$ cat src/rtl/fifo_wr_arbiter_if.sv
// Requester/FIFO-side bundle for fifo_wr_arbiter: request words in, grant and FIFO write out.
interface fifo_wr_arbiter_if #(
  parameter int WIDTH   = 16,
  parameter int NUM_REQ = 4
);
  logic [NUM_REQ-1:0]       req;
  logic [NUM_REQ*WIDTH-1:0] req_data;
  logic                     full;
  logic [NUM_REQ-1:0]       gnt;
  logic                     fifo_wr_en;
  logic [WIDTH-1:0]         fifo_data;
  logic                     busy;

  modport master (
    output req, req_data, full,
    input  gnt, fifo_wr_en, fifo_data, busy
  );

  modport slave (
    input  req, req_data, full,
    output gnt, fifo_wr_en, fifo_data, busy
  );
endinterface

$ cat src/rtl/fifo_wr_arbiter.sv
// Round-robin burst arbiter funnelling NUM_REQ requesters into one FIFO write port.
// state | meaning
// IDLE  | no owner; arbitrate among req starting at rr_ptr
// GRANT | owner holds the port for up to BURST_MAX beats
module fifo_wr_arbiter #(
  parameter int WIDTH     = 16,
  parameter int NUM_REQ   = 4,
  parameter int BURST_MAX = 4
) (
  input  logic               clk,
  input  logic               rst,
  fifo_wr_arbiter_if.slave   bus
);
  localparam int PW = $clog2(NUM_REQ);
  localparam int CW = $clog2(BURST_MAX) + 1;

  typedef enum logic {IDLE = 1'b0, GRANT = 1'b1} state_t;

  state_t             state_q, state_d;
  logic [NUM_REQ-1:0] gnt_q, gnt_d;
  logic [PW-1:0]      owner_q, owner_d;
  logic [PW-1:0]      rr_ptr_q, rr_ptr_d;
  logic [CW-1:0]      beat_cnt_q, beat_cnt_d;
  logic [PW-1:0]      pick;
  logic [PW-1:0]      owner_nxt;
  logic               wr_en;

  // Lowest offset from rr_ptr wins, so scan offsets from high to low.
  always_comb begin : rr_search
    int idx;
    pick = rr_ptr_q;
    idx  = 0;
    for (int k = NUM_REQ - 1; k >= 0; k--) begin
      idx = int'(rr_ptr_q) + k;
      if (idx >= NUM_REQ) idx = idx - NUM_REQ;
      if (bus.req[PW'(idx)]) pick = PW'(idx);
    end
  end

  assign owner_nxt = (owner_q == PW'(NUM_REQ - 1)) ? '0 : owner_q + 1'b1;

  // Reset cycle must not write even though the old owner is still registered.
  assign wr_en = (state_q == GRANT) && bus.req[owner_q] && !bus.full && !rst;

  always_comb begin
    bus.fifo_data = '0;
    if (gnt_q != '0) bus.fifo_data = bus.req_data[int'(owner_q)*WIDTH +: WIDTH];
  end

  assign bus.fifo_wr_en = wr_en;
  assign bus.gnt        = gnt_q;
  assign bus.busy       = (state_q == GRANT);

  always_comb begin
    state_d    = state_q;
    gnt_d      = gnt_q;
    owner_d    = owner_q;
    rr_ptr_d   = rr_ptr_q;
    beat_cnt_d = beat_cnt_q;
    case (state_q)
      IDLE: begin
        if (|bus.req) begin
          state_d     = GRANT;
          owner_d     = pick;
          gnt_d       = '0;
          gnt_d[pick] = 1'b1;
          beat_cnt_d  = '0;
        end
      end
      GRANT: begin
        if (wr_en) beat_cnt_d = beat_cnt_q + 1'b1;
        // Full with req held just stalls; only burst end or req drop releases.
        if ((wr_en && beat_cnt_q == CW'(BURST_MAX - 1)) || !bus.req[owner_q]) begin
          state_d  = IDLE;
          gnt_d    = '0;
          rr_ptr_d = owner_nxt;
        end
      end
      default: state_d = IDLE;
    endcase
  end

  always_ff @(posedge clk) begin
    if (rst) begin
      state_q    <= IDLE;
      gnt_q      <= '0;
      owner_q    <= '0;
      rr_ptr_q   <= '0;
      beat_cnt_q <= '0;
    end else begin
      state_q    <= state_d;
      gnt_q      <= gnt_d;
      owner_q    <= owner_d;
      rr_ptr_q   <= rr_ptr_d;
      beat_cnt_q <= beat_cnt_d;
    end
  end
endmodule

$ cat src/flat_wrapper.sv
// flat-port wrapper written by rule: the top's interface ports become plain ports
module fifo_wr_arbiter_flat 
#(
  parameter int WIDTH     = 16,
  parameter int NUM_REQ   = 4,
  parameter int BURST_MAX = 4
)
  (clk, rst, bus_req, bus_req_data, bus_full, bus_gnt, bus_fifo_wr_en, bus_fifo_data, bus_busy);
  fifo_wr_arbiter_if #(.WIDTH(WIDTH), .NUM_REQ(NUM_REQ)) bus_i ();
  input  logic clk;
  input  logic rst;
  input wire logic [$bits(bus_i.req)-1:0] bus_req;
  input wire logic [$bits(bus_i.req_data)-1:0] bus_req_data;
  input wire logic [$bits(bus_i.full)-1:0] bus_full;
  output wire logic [$bits(bus_i.gnt)-1:0] bus_gnt;
  output wire logic [$bits(bus_i.fifo_wr_en)-1:0] bus_fifo_wr_en;
  output wire logic [$bits(bus_i.fifo_data)-1:0] bus_fifo_data;
  output wire logic [$bits(bus_i.busy)-1:0] bus_busy;
  assign bus_i.req = bus_req;
  assign bus_i.req_data = bus_req_data;
  assign bus_i.full = bus_full;
  assign bus_gnt = bus_i.gnt;
  assign bus_fifo_wr_en = bus_i.fifo_wr_en;
  assign bus_fifo_data = bus_i.fifo_data;
  assign bus_busy = bus_i.busy;
  fifo_wr_arbiter #(.WIDTH(WIDTH), .NUM_REQ(NUM_REQ), .BURST_MAX(BURST_MAX)) u_core (.clk(clk), .rst(rst), .bus(bus_i));
endmodule
$ cat config.mk
export PLATFORM = sky130hd
export DESIGN_NAME = fifo_wr_arbiter_flat
export DESIGN_NICKNAME = d
export VERILOG_FILES = /design/src/rtl/fifo_wr_arbiter_if.sv /design/src/rtl/fifo_wr_arbiter.sv /design/src/flat_wrapper.sv
export SDC_FILE = /design/constraint.sdc
export NUM_CORES = 1
export LEC_CHECK = 0
export CELL_PAD_IN_SITES_DETAIL_PLACEMENT = 1
export CELL_PAD_IN_SITES_GLOBAL_PLACEMENT = 1
export CORE_AREA = 2 2 79 81
export CTS_CLUSTER_DIAMETER = 50
export DETAILED_ROUTE_END_ITERATION = 10
export DIE_AREA = 0 0 81 83
export GPL_TIMING_DRIVEN = 0
export PLACE_DENSITY_LB_ADDON = 0.1
export SYNTH_ARGS = -nofsm -noshare
export SYNTH_HDL_FRONTEND = slang
export SYNTH_SLANG_ARGS = --single-unit
$ cat constraint.sdc
create_clock -name clk -period 1.6 [get_ports clk]
set_clock_uncertainty 0.05 [all_clocks]
set_input_delay 0.32 -clock clk [delete_from_list [all_inputs] [get_ports clk]]
set_output_delay 0.32 -clock clk [all_outputs]
set_load 0.05 [all_outputs]
---- Word-level counts from Yosys, hierarchy flattened ----
Cells that the tools add are included.
storage, ports and cells
  flip-flop bits (word level) ............. 12
  bits of input ports ..................... 71
  output and inout bits ................... 22
  logic and storage cells ................. 82
operators by class
  $add $sub $neg .......................... 9
  magnitude comparators ................... 11
  eq/ne operators ......................... 5
  shift-type cells ........................ 1
  multiplexer cells ....................... 35
  bitwise logic cells ..................... 1
  reductions and logical operators ........ 15
operators by type and width
  operator                                                            number
  variable part select 64 x 7 -> 16 bit                               1
  2-to-1 mux 2 bit                                                    9
  < comparator 2 x 4 -> 1 bit (second input constant)                 4
  2-to-1 mux 16 bit                                                   1
  2-to-1 mux 1 bit                                                    12
  binary-select mux 1 bit (select 2 bit)                              5
  greater-or-equal comparator 3 bit (second input constant)           3
  2-to-1 mux 4 bit                                                    2
  case mux 4 bit (2 select lines)                                     1
  AND reduction 2 bit                                                 4
  subtractor 2 x 1 -> 2 bit (second input constant)                   4
  adder 2 x 2 -> 3 bit (second input constant)                        2
  < comparator 2 x 3 -> 1 bit (second input constant)                 2
  2-to-1 mux 3 bit                                                    2
  case mux 3 bit (2 select lines)                                     1
  logical AND 1 bit                                                   5
  != test 2 bit (second input constant)                               2
  nonzero test 4 bit                                                  1
  OR reduction 4 bit                                                  1
  adder 2 x 1 -> 3 bit (second input constant)                        1
  adder 3 x 1 -> 3 bit (second input constant)                        1
  equality test 3 x 2 -> 1 bit (second input constant)                1
  greater-or-equal comparator 2 x 3 -> 1 bit (second input constant)  1
  zero test 1 bit                                                     3
  other kinds (8)                                                     8

---- Longest topological paths before layout ----
Gate-level depths: netlist (run 1).
  word-level depth ........................ 16
  depth in mapped cells ................... 6
  mapped depth without buffers ............ 6

---- Least setup slack after synthesis (run 1) ----
OpenSTA, ideal clock, no wires.
  kind .................................... register -> output
  start ................................... register u_core.gnt_q[0] (netlist: u_core.bus.gnt[0])
  end ..................................... output port bus_fifo_data[10]
  arrival time ............................ 1.809 ns
  data required time ...................... 1.230 ns
  setup slack ............................. -0.579 ns
  cell stages (with the launch flop) ...... 4
  path buffers ............................ 1
  path through ............................ dfxtp_1 nor4_1 clkbuf_1 nor2b_1
on the way
  word-level cells in the longest chain between the ends .. 2
ends and longest elaborated chain
  element                   RTL line               text
  start: declaration        fifo_wr_arbiter.sv:20  logic [NUM_REQ-1:0] gnt_q, gnt_d;
  start signal: assignment  fifo_wr_arbiter.sv:92  gnt_q <= gnt_d;
  nonzero test 4 bit        fifo_wr_arbiter.sv:47  if (gnt_q != '0) bus.fifo_data = bus.req_data[int'(owner_q)*WIDTH +: WIDTH];
  2-to-1 mux 16 bit         fifo_wr_arbiter.sv:47
  end: declaration          flat_wrapper.sv:17     output wire logic [$bits(bus_i.fifo_data)-1:0] bus_fifo_data;
No other way between the ends.

---- Worst setup path in the final report (run 1) ----
  start ................................... register u_core.owner_q[0]
  end ..................................... output port bus_fifo_data[10]
on the way
  word-level cells in the longest chain between the ends .. 2
ends and longest elaborated chain
  element                                RTL line               text
  start: declaration                     fifo_wr_arbiter.sv:21  logic [PW-1:0] owner_q, owner_d;
  start signal: assignment               fifo_wr_arbiter.sv:93  owner_q <= owner_d;
  variable part select 64 x 7 -> 16 bit  fifo_wr_arbiter.sv:47
  2-to-1 mux 16 bit                      fifo_wr_arbiter.sv:47
No other way between the ends.

==> impl_metrics.env, run 1 <==
export IMPL_status="finished, violations left"
export IMPL_violations="setup timing"
export IMPL_tritoncts="built"
export IMPL_fp_dieW_microns=81
export IMPL_drt_pass1_iterations=4
export IMPL_io_pins=93
export IMPL_crit_start="u_core.owner_q[0]"
export IMPL_synth_ff_type="dfxtp_1"
export IMPL_synth_cell_types=36
export IMPL_crit_arrival_ps=1610
export IMPL_yosysSeqAreaShare_pct=20.3
export IMPL_grt_usage_pct=15.1
export IMPL_syn_inst=118
export IMPL_initial_core_util_pct=20.4
export IMPL_cp_endpoint="bus_fifo_data[10]"
export IMPL_setup_slack_ps=-382
export IMPL_max_stage_delay_ps=500
export IMPL_crit_slowest_cell="mux4_2"
export IMPL_slew_headroom_pct=66.0
export IMPL_drive_gt1_share_pct=47.1
export IMPL_cap_violations=0
export IMPL_synthesis_nets=192
export IMPL_grt_pass1_vias=1592
export IMPL_ant_nets=0
export IMPL_synth_top_cell_area_share_pct=26.6
export IMPL_synth_edf_count=0
export IMPL_path_clk_slew_ps=50
export IMPL_synth_area_leaders="mux4_2, dfxtp_1, nor2b_1"
export IMPL_multi_input_area_sq_um=1090
export IMPL_clock_latency_ps=240
export IMPL_p_int_w=0.00110
export IMPL_fin_hold_ws_ps=447
export IMPL_power_switching_w=0.000670
export IMPL_yosysWarnings=0
export IMPL_gr_total_overflow=0
export IMPL_fmax_ghz=0.505
export IMPL_clkPwrFrac_pct=18.2
export IMPL_rsz0062_at_grt="true"
export IMPL_grt_max_degree=11
export IMPL_vias_per_cell=4.70
export IMPL_setup_viol=23
export IMPL_place_gp_congestion=0.738
export IMPL_seqPwrFrac_pct=19.6
export IMPL_core_sq_um=5820
export IMPL_switching_share_pct=37.9
export IMPL_fin_crit_ps=1980
export IMPL_fillers=649
export IMPL_syn_avg_cell_area_sq_um=10.1
export IMPL_fin_crit_sh_pct=124
export IMPL_pwr_share_comb_pct=62.1
export IMPL_hold_path_class="register to register"
export IMPL_detailed_place_hpwl_mm=3.95
export IMPL_pwr_density_cell_nw_per_um2=666
export IMPL_regArea_sq_um=267
export IMPL_syn_area_sq_um=1190
export IMPL_vias=1410
export IMPL_root_buffer="clkbuf_8"
export IMPL_crit_type="register to output port"
export IMPL_post_route_util_pct=45.7
export IMPL_finalNetCount=300
export IMPL_drt_initial_drc_count=36
export IMPL_ys_seq_elements=12
export IMPL_yosysTopAreaCell="mux4_2"
export IMPL_ir_worst_vdd_uv=512
export IMPL_drcViolationCount=0
export IMPL_r2r_worst_path_cells=7
export IMPL_max_clock_path_buffers=2
export IMPL_leakage_nw=1.06
export IMPL_rrSetupSlack_ps=-180
export IMPL_cts_buffers=3
export IMPL_r2r_end="u_core.beat_cnt_q[0]"
export IMPL_wl_per_cell_microns=17.0
export IMPL_crit_path_start_kind="register"
export IMPL_cp_max_fo=8
export IMPL_portBuffers=92
export IMPL_end_kind="output port"
export IMPL_n_antenna_cell=0
export IMPL_htree_levels=1
export IMPL_clock_sinks=12
export IMPL_grt_pass1_wl_mm=8.08
export IMPL_drt_total_wl_mm=5.09
export IMPL_drv_slew=0
export IMPL_crit_chain="buf_12, mux4_2, nor2b_4, buf_6"
export IMPL_worst_pin_slew_ps=512
export IMPL_syn_to_final_growth_pct=124
export IMPL_num_rows=28
export IMPL_final_cell_area_sq_um=2660
export IMPL_worstReg2RegStart="u_core.owner_q[1]"
export IMPL_die_h_microns=83
export IMPL_die_area_sq_um=6720
export IMPL_dpl_cell_area_sq_um=2360
export IMPL_finalHoldViolations=0
export IMPL_required_ps=1230
export IMPL_async_flop_share_pct=0
export IMPL_holdBufCountCts=0
export IMPL_antenna_found_initial=0
[stage by stage]
step	worst slack [ps]	power [W]	setup TNS (ps)	instances
after CTS	-409	0.00179	-7460	300
after detailed placement	-1370	0.00133	-22920	285
final	-382	0.00177	-6920	300
after floorplan	-133	0.000953	-1900	118
after global routing	-438	0.00185	-8310	300
after global placement	-1330	0.00131	-21390	285
[state kept, by name (all words and copies together), names as in the netlist]
| register | cells |
|---|---|
| u_core.owner_q | 2 |
| u_core.beat_cnt_q | 3 |
| u_core.bus.busy | 1 |
| u_core.bus.gnt | 4 |
| u_core.rr_ptr_q | 2 |
[cells in the final DEF, fill, tap and decap left out, types with 4 or more instances in the layout]
cell / instances
buf_4: 9
buf_6: 19
clkbuf_8: 5
clkdlybuf4s50_1: 65
dfxtp_2: 6
dfxtp_4: 5
dlygate4sd2_1: 5
inv_1: 5
mux4_2: 16
nand2_1: 4
nor2_1: 7
nor2b_4: 16
nor3_1: 4
[worst max-delay path, delay by kind of cell (launching register included)]
| kind | cells | cell delay, ps |
|---|---|---|
| muxes | 1 | 500 |
| DFF | 1 | 420 |
| buffers and inverters | 2 | 300 |
| and+or+nand+nor | 1 | 140 |
[repair_timing]
item,4_1_cts,5_1_grt
pin swaps,5,6
resized for setup,158,24
setup buffers,10,0
setup endpoints to repair,34,28
cloned,1,0
[power by group through the flow]
stage | logic, W | clock network [W] | registers [W]
detailed placement | 0.000983 | 0 | 0.000348
global placement | 0.000966 | 0 | 0.000346
floorplan | 0.000579 | 0 | 0.000375
CTS | 0.00110 | 0.000335 | 0.000348
finish | 0.00110 | 0.000323 | 0.000348
global route | 0.00116 | 0.000341 | 0.000351
[final cells by class]
type	instances	area share, %
sequential	12	10.0
multi-input combinational	92	41.2
clock buffer	4	2.07
buffer	7	3.10
inverter	7	1.13
timing repair buffer	103	39.0
tap	75	3.53
[cells by family after synthesis]
group	count (synthesis)	share of synthesized area, %
AND/OR/NAND/NOR	49	23.2
flip-flops	12	20.3
multiplexers	23	37.2
AO/OA/AOI/OAI	17	10.5
adder cells (fa/ha/maj)	3	3.16
buffers and inverters	14	5.59
[worst min-delay path by stage]
stage                              start                   end  slack, ps  depth (start not counted)
floorplan           u_core.beat_cnt_q[2]  u_core.beat_cnt_q[2]        400                          2
global placement    u_core.beat_cnt_q[2]  u_core.beat_cnt_q[2]        410                          2
detailed placement  u_core.beat_cnt_q[2]  u_core.beat_cnt_q[2]        430                          2
CTS                 u_core.beat_cnt_q[2]  u_core.beat_cnt_q[2]        430                          2
global route           u_core.bus.gnt[3]     u_core.bus.gnt[3]        460                          1
finish              u_core.beat_cnt_q[2]  u_core.beat_cnt_q[2]        450                          2
[per-layer routing]
layer	up-vias	track usage (%)	share of wire (%)
met4	0	2.77	1.2
met3	6	2.61	7.3
met5	-	0	0
met2	65	27.9	50
li1	661	-	-
met1	678	17.9	42
[Yosys cell counts, types with 2 or more instances]
master and n:
a21oi_1 3, a22o_1 2, buf_2 5, dfxtp_1 12, ha_1 3, inv_1 7
mux2_1 2, mux2i_1 4, mux4_1 2, mux4_2 14, nand2_1 5, nor2_1 9
nor2b_1 20, nor3_1 4, nor4_1 2, o21ai_0 2, o22ai_1 3
No activity file was read; power rests on OpenSTA's default activity.
==> run 2, diff against run 1 <==
Settings changed: CELL_PAD_IN_SITES_DETAIL_PLACEMENT 1 to not set, CELL_PAD_IN_SITES_GLOBAL_PLACEMENT 1 to not set, CORE_AREA 2 2 79 81 to 2 2 66 68, DIE_AREA 0 0 81 83 to 0 0 68 70, PLACE_DENSITY set to 0.75, PLACE_DENSITY_LB_ADDON 0.1 to not set.
==> impl_metrics.env, run 2 (synthesis gave the netlist of run 1 again) <==
export IMPL_path_clk_slew_ps=50
export IMPL_rsz0062_at_grt="true"
export IMPL_clock_latency_ps=240
export IMPL_status="finished, violations left"
export IMPL_finalHoldViolations=0
export IMPL_num_rows=24
export IMPL_grt_max_degree=11
export IMPL_drt_initial_drc_count=50
export IMPL_io_pins=93
export IMPL_fin_crit_ps=1950
export IMPL_wl_per_cell_microns=16.1
export IMPL_die_h_microns=70
export IMPL_initial_core_util_pct=28.6
export IMPL_fin_crit_sh_pct=122
export IMPL_crit_chain="buf_8, mux4_2, nor2b_4, buf_6"
export IMPL_syn_to_final_growth_pct=120
export IMPL_leakage_nw=1.05
export IMPL_htree_levels=1
export IMPL_setup_viol=21
export IMPL_clock_sinks=12
export IMPL_core_sq_um=4140
export IMPL_crit_buf_inv=2
export IMPL_tns_ps=-6050
export IMPL_tritoncts="built"
export IMPL_preCtsSetupSlack_ps=-1320
export IMPL_worst_pin_slew_ps=492
export IMPL_drt_pass1_iterations=6
export IMPL_holdBufCountCts=0
export IMPL_drv_slew=0
export IMPL_crit_type="register to output port"
export IMPL_die_area_sq_um=4760
export IMPL_pwr_density_cell_nw_per_um2=654
export IMPL_vias_per_cell=5.09
export IMPL_cp_max_fo=6
export IMPL_ir_worst_vdd_uv=590
export IMPL_max_stage_delay_ps=510
export IMPL_crit_arrival_ps=1580
export IMPL_vias=1414
export IMPL_crit_slowest_cell="mux4_2"
export IMPL_drive_gt1_share_pct=43.8
export IMPL_hold_path_class="register to register"
export IMPL_grt_pass1_wl_mm=6.68
export IMPL_slew_headroom_pct=67.4
export IMPL_final_cell_mix="clkdlybuf4s50_1, buf_6, mux4_2, nor2b_4, buf_4"
export IMPL_end_kind="output port"
export IMPL_detailed_place_hpwl_mm=3.32
export IMPL_cts_buffers=3
export IMPL_setup_slack_ps=-351
export IMPL_grt_pass1_vias=1441
export IMPL_max_clock_path_buffers=2
export IMPL_fp_dieW_microns=68
export IMPL_crit_path_start_kind="register"
export IMPL_cap_violations=0
export IMPL_path_delay_family="multiplexers"
export IMPL_root_buffer="clkbuf_8"
export IMPL_portBuffers=92
export IMPL_fin_hold_ws_ps=424
export IMPL_violations="setup timing"
export IMPL_ant_nets=0
export IMPL_gr_total_overflow=0
export IMPL_required_ps=1230
export IMPL_antenna_found_initial=0
export IMPL_finalNetCount=301
export IMPL_largest_reg_flops=4
export IMPL_drt_total_wl_mm=4.46
export IMPL_final_common_cell="clkdlybuf4s50_1"
export IMPL_drcViolationCount=0
export IMPL_fmax_ghz=0.513
export IMPL_grt_usage_pct=18.1
export IMPL_place_gp_congestion=0.812
export IMPL_n_antenna_cell=0
==> run 2: cell types whose count changed in the layout (fill, tap and decap cells not counted), sizes merged <==
cell,delta
clkbuf,-2
buf,+1
dlygate4sd2,+2
==> run 2: per-stage QoR <==
step,std cells,util [%],cell area (sq um),total power (W)
after floorplan,118,-,1340,0.000953
after global placement,262,56.2,2330,0.00130
after detailed placement,262,56.2,2330,0.00132
after CTS,277,61.5,2550,0.00171
after global routing,278,62.9,2610,0.00179
final,278,62.9,2610,0.00171
==> run 2: where the power goes <==
part | total (W) | switching (W) | internal, W
Sequential | 0.000345 | 0.0000274 | 0.000318
Clock | 0.000285 | 0.000109 | 0.000175
Combinational | 0.00108 | 0.000522 | 0.000555
Total | 0.00171 | 0.000659 | 0.00105
==> run 2: path summary, 6_finish.rpt <==
| path | from | to | slack (ps) | cells after the start |
|---|---|---|---|---|
| hold / removal | u_core.beat_cnt_q[2] | u_core.beat_cnt_q[2] | 420 | 2 |
| hold reg to reg | u_core.beat_cnt_q[2] | u_core.beat_cnt_q[2] | 420 | 2 |
| setup / recovery | u_core.owner_q[0] | bus_fifo_data[0] | -350 | 4 |
| setup reg to reg | u_core.owner_q[1] | u_core.beat_cnt_q[0] | -170 | 6 |
==> run 2: metal layers <==
metal / global-route usage (%) / vias to the layer above / share of wire (%)
li1: - / 663 / -
met1: 19.1 / 681 / 36
met2: 34.4 / 62 / 52
met3: 5.31 / 8 / 11
met4: 3.33 / 0 / 1.9
met5: 0 / - / 0
==> run 2: what timing repair did <==
action                                  in CTS  in global routing
gates cloned                                 1                  0
pin swaps                                    9                  7
resized for setup                          155                 17
endpoints found under the setup margin      33                 28
hold endpoints to repair                     0                  0
buffers inserted                            10                  3
==> run 2: final cells by class <==
class	count	area [sq um]
plain buffers	6	66.3
clock buffers	4	45.0
fillers	373	1540
inverters	7	30.0
multi-input cells	92	1100
flip-flops and latches	12	264
well taps	52	65.1
repair buffers	105	1040
==> run 2: tightest hold or removal path: stages (launching register included) <==
cell and delay (ps):
dfxtp_1 310, nand3_1 60, a21oi_1 60
==> run 3, diff against run 2 <==
Settings changed: ABC_AREA set to 1, CORE_AREA 2 2 66 68 to 2 2 69 71, DIE_AREA 0 0 68 70 to 0 0 71 73, PLACE_DENSITY 0.75 to 0.74.
==> impl_metrics.env, run 3 <==
export IMPL_n_antenna_cell=0
export IMPL_path_delay_family="buffers and inverters"
export IMPL_drive_gt1_share_pct=41.0
export IMPL_portBuffers=91
export IMPL_crit_chain="buf_12, inv_8, clkbuf_16, o21ai_1, a21oi_4, buf_8"
export IMPL_ant_nets=0
export IMPL_final_cell_mix="clkdlybuf4s50_1, nor2_1, nand2_1, o21ai_2, buf_6"
export IMPL_grt_pass1_vias=1908
export IMPL_required_ps=1230
export IMPL_worstHoldStart="rst"
export IMPL_syn_avg_cell_area_sq_um=5.37
export IMPL_fin_crit_sh_pct=114
export IMPL_setup_slack_ps=-218
export IMPL_cp_num_cells=6
export IMPL_synth_ff_type="dfxtp_1"
export IMPL_async_flop_share_pct=0
export IMPL_root_buffer="clkbuf_8"
export IMPL_vias_per_cell=5.05
export IMPL_synthesis_nets=326
export IMPL_ys_seq_elements=12
export IMPL_synth_cell_types=23
export IMPL_cp_max_fo=10
export IMPL_grt_max_degree=11
export IMPL_fin_crit_ps=1820
export IMPL_finalNetCount=436
export IMPL_pwr_density_cell_nw_per_um2=1190
export IMPL_synth_edf_count=0
export IMPL_die_area_sq_um=5180
export IMPL_post_route_util_pct=68.8
export IMPL_drt_total_wl_mm=6.23
export IMPL_num_rows=25
export IMPL_max_clock_path_buffers=2
export IMPL_end_kind="output port"
export IMPL_rsz0062_at_grt="true"
export IMPL_largest_reg_flops=4
export IMPL_grt_usage_pct=22.5
export IMPL_yosysTopAreaCell="nor2_1"
export IMPL_holdBufCountCts=0
export IMPL_crit_slowest_cell="dfxtp_2"
export IMPL_initial_core_util_pct=29.8
export IMPL_syn_inst=252
export IMPL_htree_levels=1
export IMPL_antenna_found_initial=0
export IMPL_tns_ps=-3170
export IMPL_io_pins=93
export IMPL_core_sq_um=4540
export IMPL_synth_most_common_cell="nor2_1"
export IMPL_hold_path_class="input pin to register"
export IMPL_crit_type="register to output port"
export IMPL_vias=2097
export IMPL_slew_headroom_pct=66.3
export IMPL_fp_dieW_microns=71
export IMPL_drv_slew=0
export IMPL_finalHoldViolations=0
export IMPL_crit_path_start_kind="register"
export IMPL_fmax_ghz=0.550
export IMPL_max_stage_delay_ps=350
export IMPL_syn_area_sq_um=1350
export IMPL_cts_buffers=3
export IMPL_crit_arrival_ps=1450
export IMPL_yosysWarnings=0
export IMPL_r2r_worst_path_cells=11
export IMPL_clock_latency_ps=240
export IMPL_synth_area_leaders="nor2_1, dfxtp_1, o21ai_0"
export IMPL_regArea_sq_um=255
export IMPL_ir_worst_vdd_uv=760
export IMPL_path_clk_slew_ps=60
export IMPL_clock_sinks=12
export IMPL_drt_initial_drc_count=89
export IMPL_worstReg2RegStart="u_core.owner_q[0]"
export IMPL_cap_violations=0
export IMPL_grt_pass1_wl_mm=9.52
export IMPL_syn_to_final_growth_pct=131
export IMPL_die_h_microns=73
export IMPL_gr_total_overflow=0
export IMPL_setup_viol=19
export IMPL_fillers=368
export IMPL_multi_input_area_sq_um=1350
export IMPL_status="finished, violations left"
export IMPL_drt_pass1_iterations=4
export IMPL_leakage_nw=1.30
export IMPL_synth_top_cell_area_share_pct=18.3
export IMPL_hold_path_depth=2
export IMPL_drcViolationCount=0
export IMPL_synthTopCellsByCount="nor2_1, o21ai_0, nand2_1"
export IMPL_wl_per_cell_microns=15.0
export IMPL_yosysSeqAreaShare_pct=17.8
export IMPL_crit_buf_inv=4
export IMPL_place_gp_congestion=0.888
export IMPL_detailed_place_hpwl_mm=4.19
export IMPL_final_common_cell="clkdlybuf4s50_1"
export IMPL_tritoncts="built"
export IMPL_crit_start="u_core.owner_q[0]"
export IMPL_worst_pin_slew_ps=507
export IMPL_violations="setup timing"
## run 3: cell count changes after synthesis, moves of 12 or more
cell     change
nand3_1     +16
nand2_2     +12
nor2b_1     -20
a21oi_1     +27
o21ai_0     +32
nand2_1     +28
nor2_1      +57
mux4_2      -14
## run 3: logic make-up after synthesis
| family | count (synthesis) | synth area share, % |
|---|---|---|
| and+or+nand+nor | 133 | 42.4 |
| AOI/OAI and AO/OA | 70 | 25.9 |
| buffers and inverters | 34 | 11.2 |
| DFF | 12 | 17.8 |
| adders and majority gates | 3 | 2.78 |
## run 3: path summary, 6_finish.rpt
kind	end	slack, ps
setup reg to reg	u_core.bus.gnt[2]	-10
setup / recovery	bus_fifo_data[14]	-220
hold / removal	u_core.bus.gnt[1]	330
hold reg to reg	u_core.beat_cnt_q[1]	410
## run 3: layout make-up
| cell class | count | share of cell area, % |
|---|---|---|
| Buffer | 12 | 5.94 |
| Clock buffer | 4 | 1.44 |
| Inverter | 21 | 3.37 |
| Multi-Input combinational cell | 206 | 43.4 |
| Sequential cell | 12 | 8.18 |
| Tap cell | 54 | 2.17 |
| Timing Repair Buffer | 106 | 35.5 |
## run 3: per-layer routing
layer  GRT usage, %  wire length (microns)  share of wire (%)
met5              0                      0                  0
met4           2.94                      4              0.064
met3           2.76                    349                5.6
met2           39.1                   3100                 50
met1           30.5                   2780                 45
## run 3: repair_timing
action                     4_1_cts  5_1_grt
setup endpoints to repair       25       29
gates cloned                     5        1
setup buffers                    9        1
pin swaps                       26       22
resized for setup              243       30
## run 3: per-stage QoR
step           hold WS, ps  total power (W)  area (sq um)  std cells  worst slack, ps
3_5_place_dp           409          0.00275          2520        397             -955
3_3_place_gp           400          0.00274          2520        397             -948
2_1_floorplan          385          0.00206          1540        252             -142
6_report               329          0.00372          3120        415             -218
5_1_grt                354          0.00392          3120        415             -314
4_1_cts                308          0.00358          3000        415             -209
## run 3: power breakdown
part / internal (W) / leakage, nW / total [W] / switching (W)
registers: 0.000351 / 0.102 / 0.000414 / 0.0000629
clock network: 0.000176 / 0.0228 / 0.000295 / 0.000119
logic: 0.00123 / 1.18 / 0.00301 / 0.00178
